**config.mk**
```make
export PLATFORM = sky130hd
export DESIGN_NAME = sprite_position_ctrl
export DESIGN_NICKNAME = d
export VERILOG_FILES = /design/src/rtl/vga_pkg.sv /design/src/rtl/button_debouncer.sv /design/src/rtl/sprite_position_ctrl.sv
export SDC_FILE = /design/constraint.sdc
export NUM_CORES = 1
export LEC_CHECK = 0
export CAP_MARGIN = 5
export CORE_UTILIZATION = 60
export CTS_CLUSTER_SIZE = 24
export DETAILED_ROUTE_END_ITERATION = 8
export PLACE_DENSITY = 0.76
export SLEW_MARGIN = 20
export SYNTH_ARGS = -nofsm -noshare
export SYNTH_HDL_FRONTEND = slang
export SYNTH_SLANG_ARGS = --single-unit
```
**constraint.sdc**
```tcl
create_clock -name clk -period 4.2 [get_ports clk]
set_clock_uncertainty 0.1 [all_clocks]
set_input_delay 0.42 -clock clk [delete_from_list [all_inputs] [get_ports clk]]
set_output_delay 0.42 -clock clk [all_outputs]
set_load 0.01 [all_outputs]
```
**src/rtl/vga_pkg.sv**
```systemverilog
// Shared VGA-side definitions: screen size, coordinate type, motion state enum
// and the single-axis step helper used by the sprite position controller.
// Build option: define SPRITE_POS_WRAP_EN to make step_axis wrap around the
// legal range instead of clamping at the edges.
package vga_pkg;

  localparam int SCREEN_W = 640;
  localparam int SCREEN_H = 480;

  typedef logic [9:0] coord_t;

  typedef enum logic [1:0] {
    IDLE = 2'd0,
    SLOW = 2'd1,
    FAST = 2'd2
  } move_state_t;

  // Move one axis by step. inc/dec are already resolved, so at most one is set.
  // Arithmetic runs in 11 bits so pos+step never wraps before the edge test.
  function automatic coord_t step_axis(input coord_t      pos,
                                       input logic [10:0] step,
                                       input logic [10:0] max_pos,
                                       input logic        inc,
                                       input logic        dec);
    logic [10:0] p;
    logic [10:0] r;
    p = {1'b0, pos};
    r = p;
`ifdef SPRITE_POS_WRAP_EN
    // Range is 0..max_pos, so wrapping is modulo (max_pos + 1).
    if (inc)
      r = (p + step > max_pos) ? p + step - max_pos - 11'd1 : p + step;
    else if (dec)
      r = (p < step) ? max_pos - step + p + 11'd1 : p - step;
`else
    if (inc)
      r = (p + step > max_pos) ? max_pos : p + step;
    else if (dec)
      r = (p < step) ? 11'd0 : p - step;
`endif
    return r[9:0];
  endfunction

endpackage

```
**src/rtl/button_debouncer.sv**
```systemverilog
// Two-flop synchroniser followed by a level debouncer for one pushbutton.
// The debounced level flips only after the synced input has disagreed with it
// for DEBOUNCE_CYCLES consecutive clocks; any agreeing cycle restarts the count.
module button_debouncer #(
  parameter int DEBOUNCE_CYCLES = 500000
) (
  input  logic clk,
  input  logic reset,
  input  logic btn_raw,
  output logic level
);

  localparam int CW = $clog2(DEBOUNCE_CYCLES + 1);

  logic          sync1;
  logic          sync2;
  logic [CW-1:0] cnt;

  // Synchronise the raw button and qualify changes with the stability counter.
  always_ff @(posedge clk or negedge reset) begin
    if (!reset) begin
      sync1 <= 1'b0;
      sync2 <= 1'b0;
      level <= 1'b0;
      cnt   <= '0;
    end else begin
      sync1 <= btn_raw;
      sync2 <= sync1;
      if (sync2 == level) begin
        cnt <= '0;
      end else if (cnt == CW'(DEBOUNCE_CYCLES - 1)) begin
        level <= sync2;
        cnt   <= '0;
      end else begin
        cnt <= cnt + 1'b1;
      end
    end
  end

endmodule

```
**src/rtl/sprite_position_ctrl.sv**
```systemverilog
// Turns four raw pushbuttons into the sprite's top-left coordinate, updated
// once per video frame. A direction held for HOLD_FRAMES frames switches from
// STEP to FAST_STEP pixels per frame.
// Build option: SPRITE_POS_WRAP_EN wraps the position instead of clamping.
//
// state | meaning
// IDLE  | no resolved direction, sprite stationary
// SLOW  | moving STEP px/frame, counting held frames
// FAST  | moving FAST_STEP px/frame until released
module sprite_position_ctrl
  import vga_pkg::*;
#(
  parameter int SCREEN_W        = vga_pkg::SCREEN_W,
  parameter int SCREEN_H        = vga_pkg::SCREEN_H,
  parameter int SPRITE_W        = 32,
  parameter int SPRITE_H        = 32,
  parameter int INIT_X          = 304,
  parameter int INIT_Y          = 224,
  parameter int STEP            = 2,
  parameter int FAST_STEP       = 6,
  parameter int HOLD_FRAMES     = 30,
  parameter int DEBOUNCE_CYCLES = 500000
) (
  input  logic       clk,
  input  logic       reset,
  input  logic       btn_up,
  input  logic       btn_down,
  input  logic       btn_left,
  input  logic       btn_right,
  input  logic       frame_tick,
  output logic [9:0] posX,
  output logic [9:0] posY,
  output logic       moving
);

  localparam logic [10:0] MAX_X  = 11'(SCREEN_W - SPRITE_W);
  localparam logic [10:0] MAX_Y  = 11'(SCREEN_H - SPRITE_H);
  localparam logic [10:0] STEP_S = 11'(STEP);
  localparam logic [10:0] STEP_F = 11'(FAST_STEP);
  localparam int          HCW    = $clog2(HOLD_FRAMES + 1);

  logic up_db, down_db, left_db, right_db;

  button_debouncer #(.DEBOUNCE_CYCLES(DEBOUNCE_CYCLES)) u_db_up (
    .clk(clk), .reset(reset), .btn_raw(btn_up), .level(up_db));
  button_debouncer #(.DEBOUNCE_CYCLES(DEBOUNCE_CYCLES)) u_db_down (
    .clk(clk), .reset(reset), .btn_raw(btn_down), .level(down_db));
  button_debouncer #(.DEBOUNCE_CYCLES(DEBOUNCE_CYCLES)) u_db_left (
    .clk(clk), .reset(reset), .btn_raw(btn_left), .level(left_db));
  button_debouncer #(.DEBOUNCE_CYCLES(DEBOUNCE_CYCLES)) u_db_right (
    .clk(clk), .reset(reset), .btn_raw(btn_right), .level(right_db));

  // Opposing buttons on one axis cancel each other.
  logic inc_x, dec_x, inc_y, dec_y, active;
  assign inc_x  = right_db & ~left_db;
  assign dec_x  = left_db & ~right_db;
  assign inc_y  = down_db & ~up_db;
  assign dec_y  = up_db & ~down_db;
  assign active = inc_x | dec_x | inc_y | dec_y;

  move_state_t    state;
  logic [HCW-1:0] hold_cnt;

  // Motion FSM and position registers; everything advances only on frame_tick.
  always_ff @(posedge clk or negedge reset) begin
    if (!reset) begin
      state    <= IDLE;
      hold_cnt <= '0;
      posX     <= 10'(INIT_X);
      posY     <= 10'(INIT_Y);
      moving   <= 1'b0;
    end else if (frame_tick) begin
      case (state)
        IDLE: begin
          if (active) begin
            state    <= SLOW;
            hold_cnt <= HCW'(1);
            posX     <= step_axis(posX, STEP_S, MAX_X, inc_x, dec_x);
            posY     <= step_axis(posY, STEP_S, MAX_Y, inc_y, dec_y);
            moving   <= 1'b1;
          end
        end
        SLOW: begin
          if (!active) begin
            state    <= IDLE;
            hold_cnt <= '0;
            moving   <= 1'b0;
          end else begin
            if (hold_cnt == HCW'(HOLD_FRAMES - 1))
              state <= FAST;
            else
              hold_cnt <= hold_cnt + 1'b1;
            posX   <= step_axis(posX, STEP_S, MAX_X, inc_x, dec_x);
            posY   <= step_axis(posY, STEP_S, MAX_Y, inc_y, dec_y);
            moving <= 1'b1;
          end
        end
        FAST: begin
          if (!active) begin
            state    <= IDLE;
            hold_cnt <= '0;
            moving   <= 1'b0;
          end else begin
            posX   <= step_axis(posX, STEP_F, MAX_X, inc_x, dec_x);
            posY   <= step_axis(posY, STEP_F, MAX_Y, inc_y, dec_y);
            moving <= 1'b1;
          end
        end
        default: begin
          state    <= IDLE;
          hold_cnt <= '0;
          moving   <= 1'b0;
        end
      endcase
    end
  end

endmodule
```
# Word-level counts from Yosys, hierarchy flattened

Cells that the tools add are included.

Logic and storage cells: 134
Input port bits: 7
Register bits after elaboration: 116
Output and inout port bits: 21

Bitwise operators: 15
Equal/unequal tests: 21
Multiplexer cells: 43
Reductions and logical operators: 13
$add $sub $neg: 13
Magnitude comparators: 8

Operators by type and width:

| operator                                             | count |
|---|---|
| two-way mux 10 bit                                   | 20 |
| two-way mux 19 bit                                   | 8 |
| adder 19 x 1 -> 19 bit, second input constant        | 4 |
| equality test 19 bit, second input constant          | 4 |
| one-hot mux 10 bit (2 select lines)                  | 2 |
| adder 10 x 2 -> 11 bit, second input constant        | 2 |
| adder 10 x 3 -> 11 bit, second input constant        | 2 |
| > comparator 11 x 10 -> 1 bit, second input constant | 2 |
| > comparator 11 x 9 -> 1 bit, second input constant  | 2 |
| < comparator 10 x 2 -> 1 bit, second input constant  | 2 |
| < comparator 10 x 3 -> 1 bit, second input constant  | 2 |
| two-way mux 5 bit                                    | 4 |
| subtractor 10 x 2 -> 10 bit, second input constant   | 2 |
| subtractor 10 x 3 -> 10 bit, second input constant   | 2 |
| one-hot mux 5 bit (3 select lines)                   | 1 |
| != test 3 bit, second input constant                 | 4 |
| AND reduction 6 bit                                  | 2 |
| AND reduction 2 bit                                  | 5 |
| two-way mux 2 bit                                    | 4 |
| inverter 1 bit                                       | 8 |
| AND reduction 4 bit                                  | 2 |
| != test 2 bit, second input constant                 | 3 |
| != test 3 x 1 -> 1 bit, second input constant        | 2 |
| one-hot mux 2 bit (3 select lines)                   | 1 |
| 13 further kinds                                     | 23 |

# Longest topological paths before layout

Word-level depth: 7
Mapped depth: 11
Depth with buffers taken out: 9

# Cells and area by module

From an unflattened synthesis, not the netlist that was laid out.

Cell total of the unflattened synthesis: 921
Area total of the unflattened synthesis: 7925.1 um2

By module, submodules not included:

| module               | sequential area each (um2) | instances | cells each | area an instance (um2) |
|---|---|---|---|---|
| button_debouncer     | 550.5                      | 4         | 105        | 1079.8 |
| sprite_position_ctrl | 658.1                      | 1         | 501        | 3606.0 |

# Least setup slack after synthesis

Ideal clock, no wire load.

Path kind: register -> register
Start point: register posX[1]
End point: register posX[4]
Cell stages (with the launch flop): 11
Setup time: 0.081 ns
Slack: 1.580 ns
Required time: 4.019 ns
Clock period less this slack: 2.620 ns
Data arrival time: 2.439 ns
Buffers on the path: 2
Cells stage by stage: dfrtp_1 -> buf_2 -> inv_1 -> ha_1 -> clkbuf_1 -> inv_1 -> nand4_1 -> mux2i_1 -> o21ai_1 -> o311a_1 -> o211ai_1

Longest elaborated chain between the ends: 6
Elaborated cells on any way between the ends: 19
Classes of those cells: add/sub (4); order compare (4); mux (11)

Ends and longest elaborated chain:

| element                                                             | line                                                   | source |
|---|---|---|
| start: declaration                                                  | sprite_position_ctrl.sv:31                             | `output logic [9:0] posX,` |
| start signal: assignment                                            | sprite_position_ctrl.sv:69                             | `posX <= 10'(INIT_X);` |
| start signal: assignment                                            | sprite_position_ctrl.sv:78                             | `posX <= step_axis(posX, STEP_S, MAX_X, inc_x, dec_x);` |
| start signal: assignment                                            | sprite_position_ctrl.sv:93                             | `posX <= step_axis(posX, STEP_S, MAX_X, inc_x, dec_x);` |
| adder 10 x 3 -> 11 bit, or another cell as far along                | vga_pkg.sv:37                                          | `r = (p + step > max_pos) ? max_pos : p + step;` |
| > comparator 11 x 10 -> 1 bit or two-way mux 10 bit (tied branches) | vga_pkg.sv:37, vga_pkg.sv:39                           |  |
| two-way mux 10 bit, on equally long branches                        | vga_pkg.sv:37, vga_pkg.sv:38                           |  |
| two-way mux 10 bit                                                  | vga_pkg.sv:36                                          | `if (inc)` |
| two-way mux 10 bit, on equally long branches                        | sprite_position_ctrl.sv:99, sprite_position_ctrl.sv:75 |  |
| one-hot mux 10 bit (2 select lines) *                               | sprite_position_ctrl.sv:73                             | `case (state)` |

Mark *: on every way between the ends. The rest lies on a longest branch, timed or not. The select of a mux whose other input is x is not followed.
A chain may end at the register's enable or synchronous reset.

# Final worst setup path

Start point: register u_db_up.level
End point: register posY[6]

Longest elaborated chain between the ends: 6
Elaborated cells on any way between the ends: 15
Classes of those cells: eq/ne (4); mux (5); bitwise (5); reduce/logical (1)

Ends and longest elaborated chain:

| element                                                           | line                       | source |
|---|---|---|
| start: declaration                                                | button_debouncer.sv:10     | `output logic level` |
| start signal: assignment                                          | button_debouncer.sv:32     | `level <= sync2;` |
| inverter 1 bit                                                    | sprite_position_ctrl.sv:57 | `assign inc_y = down_db & ~up_db;` |
| AND 1 bit                                                         | sprite_position_ctrl.sv:57 |  |
| bitwise OR 1 bit (2 in a row)                                     | sprite_position_ctrl.sv:59 | `assign active = inc_x \| dec_x \| inc_y \| dec_y;` |
| != test 2 bit (no line) or != test 2 x 1 -> 1 bit (tied branches) | -                          |  |
| AND reduction 6 bit (no line)                                     | -                          |  |
| end signal: assignment                                            | sprite_position_ctrl.sv:70 | `posY <= 10'(INIT_Y);` |
| end signal: assignment                                            | sprite_position_ctrl.sv:79 | `posY <= step_axis(posY, STEP_S, MAX_Y, inc_y, dec_y);` |
| end signal: assignment                                            | sprite_position_ctrl.sv:94 | `posY <= step_axis(posY, STEP_S, MAX_Y, inc_y, dec_y);` |
| end: declaration                                                  | sprite_position_ctrl.sv:32 | `output logic [9:0] posY,` |

Parallel ways exist; a longest one is shown, timed or not. The select of a mux whose other input is x is not followed.

==> flow_metrics.env <==
export IMPL_status="finished with violations"
export IMPL_violations="hold timing"
export IMPL_cp_endpoint="posY[6]$_DFFE_PN1P_"
export IMPL_netlist_instances=885
export IMPL_endpoint_kind="flip-flop"
export IMPL_crit_path_start_kind="flip-flop"
export IMPL_die_y_um=114
export IMPL_tns_ps=0
export IMPL_yosysTopAreaCellShare_pct=35.9
export IMPL_drc=0
export IMPL_critPathLaunch="u_db_up.level$_DFFE_PN0P_"
export IMPL_p_per_area_nw_per_um2=306
export IMPL_worstMarginPinSlew_ps=1020
export IMPL_ys_warn_count=0
export IMPL_peakVddDrop_uv=338
export IMPL_drive_above_1_share_pct=8.49
export IMPL_ff2ff_setup_slack_ps=1110
export IMPL_p_sw_share_pct=23.0
export IMPL_grt_overflow_total=0
export IMPL_slew_viol_final=0
export IMPL_intPower_w=0.00196
export IMPL_vias=6573
export IMPL_cts_sinks=114
export IMPL_finalSetupViolCount=0
export IMPL_whs_ps=-25.1
export IMPL_die_x_um=114
export IMPL_vias_per_cell=6.18
export IMPL_clk_pin_slew_ps=60
export IMPL_wl_per_cell_um=16.2
export IMPL_critPathMostFrequentCell="a21oi_1"
export IMPL_cts_buffers=17
export IMPL_clockPowerShare_pct=53.5
export IMPL_synth_common_cells="nor2_1, dfrtp_1, nand2_1"
export IMPL_ys_flop_type="dfrtp_1"
export IMPL_pwr_share_seq_pct=44.1
export IMPL_synth_seq_area_share_pct=38.0
export IMPL_finalCriticalPeriod_ps=3090
export IMPL_crit_fanout=16
export IMPL_worstHoldPathType="in -> async"
export IMPL_synthToLayoutAreaGrowth_pct=10.7
export IMPL_cts_tree="built"
export IMPL_portBuffers=25
export IMPL_synth_most_common_cell="nor2_1"
export IMPL_grt_pass1_wl_mm=29.4
export IMPL_power_switching_w=0.000587
export IMPL_grt_pass1_vias=6297
export IMPL_worst_r2r_endpoint="posY[6]$_DFFE_PN1P_"
export IMPL_ys_seq_elements=114
export IMPL_postCtsHoldBufs=0
export IMPL_drt_pass1_iterations=5
export IMPL_timing_rr_start="u_db_up.level$_DFFE_PN0P_"
export IMPL_antenna_found_initial=0
export IMPL_insertion_delay_ps=420
export IMPL_max_freq_mhz=323
export IMPL_core_area_um2=12100
export IMPL_avgSynthCellArea_um2=8.50
export IMPL_grt_max_degree=58
export IMPL_critical_path_class="reg -> reg"
export IMPL_path_cells="inv_1 > ha_1 > nor3b_1 > or2_2 > a21oi_1 > nand2_1 > o32ai_1 > a21oi_1"
export IMPL_rsz0062_at_grt="no"
export IMPL_max_cap_viol_count=0
export IMPL_yosysTopAreaCell="dfrtp_1"
export IMPL_p_leak_nw=3.44
export IMPL_synth_edff_count=0
export IMPL_htree_levels=4
export IMPL_cts_root_buffer="clkbuf_16"
export IMPL_synth_area_top_cells="dfrtp_1, nor2_1, xor2_1, xnor2_1, nand2_1"
export IMPL_postCtsSetupBuffers=0
export IMPL_drtIter0Drc=675
export IMPL_num_io_pins=28
export IMPL_maxSlewHeadroom_pct=31.5
export IMPL_diodes=0
export IMPL_netlist_area_um2=7520
export IMPL_start_util_pct=62.1
export IMPL_grtUsageTotal_pct=28.3
export IMPL_place_ws_ps=1190
export IMPL_die_area_um2=13000
export IMPL_gp_congestion=0.967
export IMPL_ctsResizeCount=0
export IMPL_max_stage_delay_ps=630
export IMPL_nNetsFinal=909
export IMPL_combPwrFrac_pct=2.4
export IMPL_synth_distinct_cells=83
export IMPL_rr_worst_depth=8
export IMPL_hold_viol_final=51
export IMPL_async_flop_share_pct=100
export IMPL_cts_buffer_depth=2
export IMPL_antenna_left=0
export IMPL_timing_final_ws_setup_ps=1110
export IMPL_rows=40
export IMPL_critPathArrivalTime_ps=3310
export IMPL_fin_crit_sh_pct=73.7
export IMPL_crit_slowest_cell="a21oi_1"
export IMPL_required_ps=4410
export IMPL_hpwlAfterDp_mm=11.4
export IMPL_drt_wl_total_mm=17.3
[kinds of logic after synthesis]
logic type / after synthesis / share of synthesized area, %
XOR/XNOR: 91 / 10.6
other: 1 / 0.0499
AO/OA/AOI/OAI: 159 / 14.6
AND/OR/NAND/NOR: 404 / 26.4
flip-flops: 114 / 38.0
multiplexers: 15 / 2.08
buffers and inverters: 81 / 4.91
adder cells (fa/ha/maj): 20 / 3.33
[per-layer routing]
metal,vias up,GRT usage (%),part of all wire (%)
met5,-,0,0
met1,3180,37.1,44
met2,250,44.9,47
met3,46,5.79,5.7
met4,0,13.9,2.7
li1,3097,-,-
[worst min-delay path by stage]
stage	slack [ps]	start	endpoint
after global routing	40	reset	posX[2]$_DFFE_PN0P_
after CTS	0.6	reset	posX[2]$_DFFE_PN0P_
final	-30	reset	posX[2]$_DFFE_PN0P_
after global placement	230	u_db_left.sync1$_DFF_PN0_	u_db_left.sync2$_DFF_PN0_
after detailed placement	230	u_db_down.sync1$_DFF_PN0_	u_db_down.sync2$_DFF_PN0_
after floorplan	20	reset	hold_cnt[0]$_DFFE_PN0P_
[worst max-delay path: cells and delay by family, from the launching register on]
| kind | cells | cell delay, ps |
|---|---|---|
| AO/OA/AOI/OAI | 3 | 1020 |
| AND/OR/NAND/NOR | 3 | 840 |
| adder cells (fa/ha/maj) | 1 | 550 |
| flip-flops | 1 | 400 |
| buffers and inverters | 1 | 90 |
[cells in the final DEF (no fill, tap or decap), drive strengths merged, types with 10 or more instances in the layout]
cell / synthesis / layout
a21oi: 41 / 41
and3: 16 / 16
clkbuf: 20 / 18
clkdlybuf4s50: 0 / 24
dfrtp: 108 / 108
ha: 20 / 20
inv: 29 / 33
mux2i: 10 / 10
nand2: 82 / 82
nand3: 40 / 40
nand4: 21 / 21
nor2: 143 / 143
nor3: 26 / 26
nor4: 13 / 13
o21ai: 36 / 36
or2: 10 / 10
xnor2: 37 / 37
xor2: 54 / 54
[metrics by stage]
step                      hold slack, ps  cell area, um2  power [W]  utilization, %  instances
final                              -25.1            8320    0.00255            68.7       1063
after CTS                          0.618            8320    0.00258            68.7       1063
after global placement               232            7750    0.00120            64.0       1031
after detailed placement             235            7750    0.00121            64.0       1031
after global routing                36.4            8320    0.00264            68.7       1063
after floorplan                     24.4            7520    0.00117               -        886
[flip-flops by register name, summed over array words and instances (netlist names), 2 cells and up]
register	count
hold_cnt	5
posX	9
posY	9
state	2
u_db_down.cnt	19
u_db_left.cnt	19
u_db_right.cnt	19
u_db_up.cnt	19
[power by group through the flow]
stage | clock [W] | combinational [W] | sequential, W
after CTS | 0.00139 | 0.0000633 | 0.00112
final | 0.00136 | 0.0000609 | 0.00112
after detailed placement | 0 | 0.0000627 | 0.00114
after global placement | 0 | 0.0000604 | 0.00114
after global routing | 0.00144 | 0.0000715 | 0.00113
after floorplan | 0 | 0.0000311 | 0.00114
[layout make-up]
| cell class | count | area (um2) |
|---|---|---|
| clock buffer | 18 | 439 |
| clock inverter | 14 | 130 |
| fill | 974 | 3790 |
| inverter | 29 | 109 |
| multi-input combinational | 691 | 4290 |
| sequential | 114 | 2860 |
| tap | 168 | 210 |
| timing repair buffer | 29 | 278 |
No activity file was read; power rests on OpenSTA's default activity.
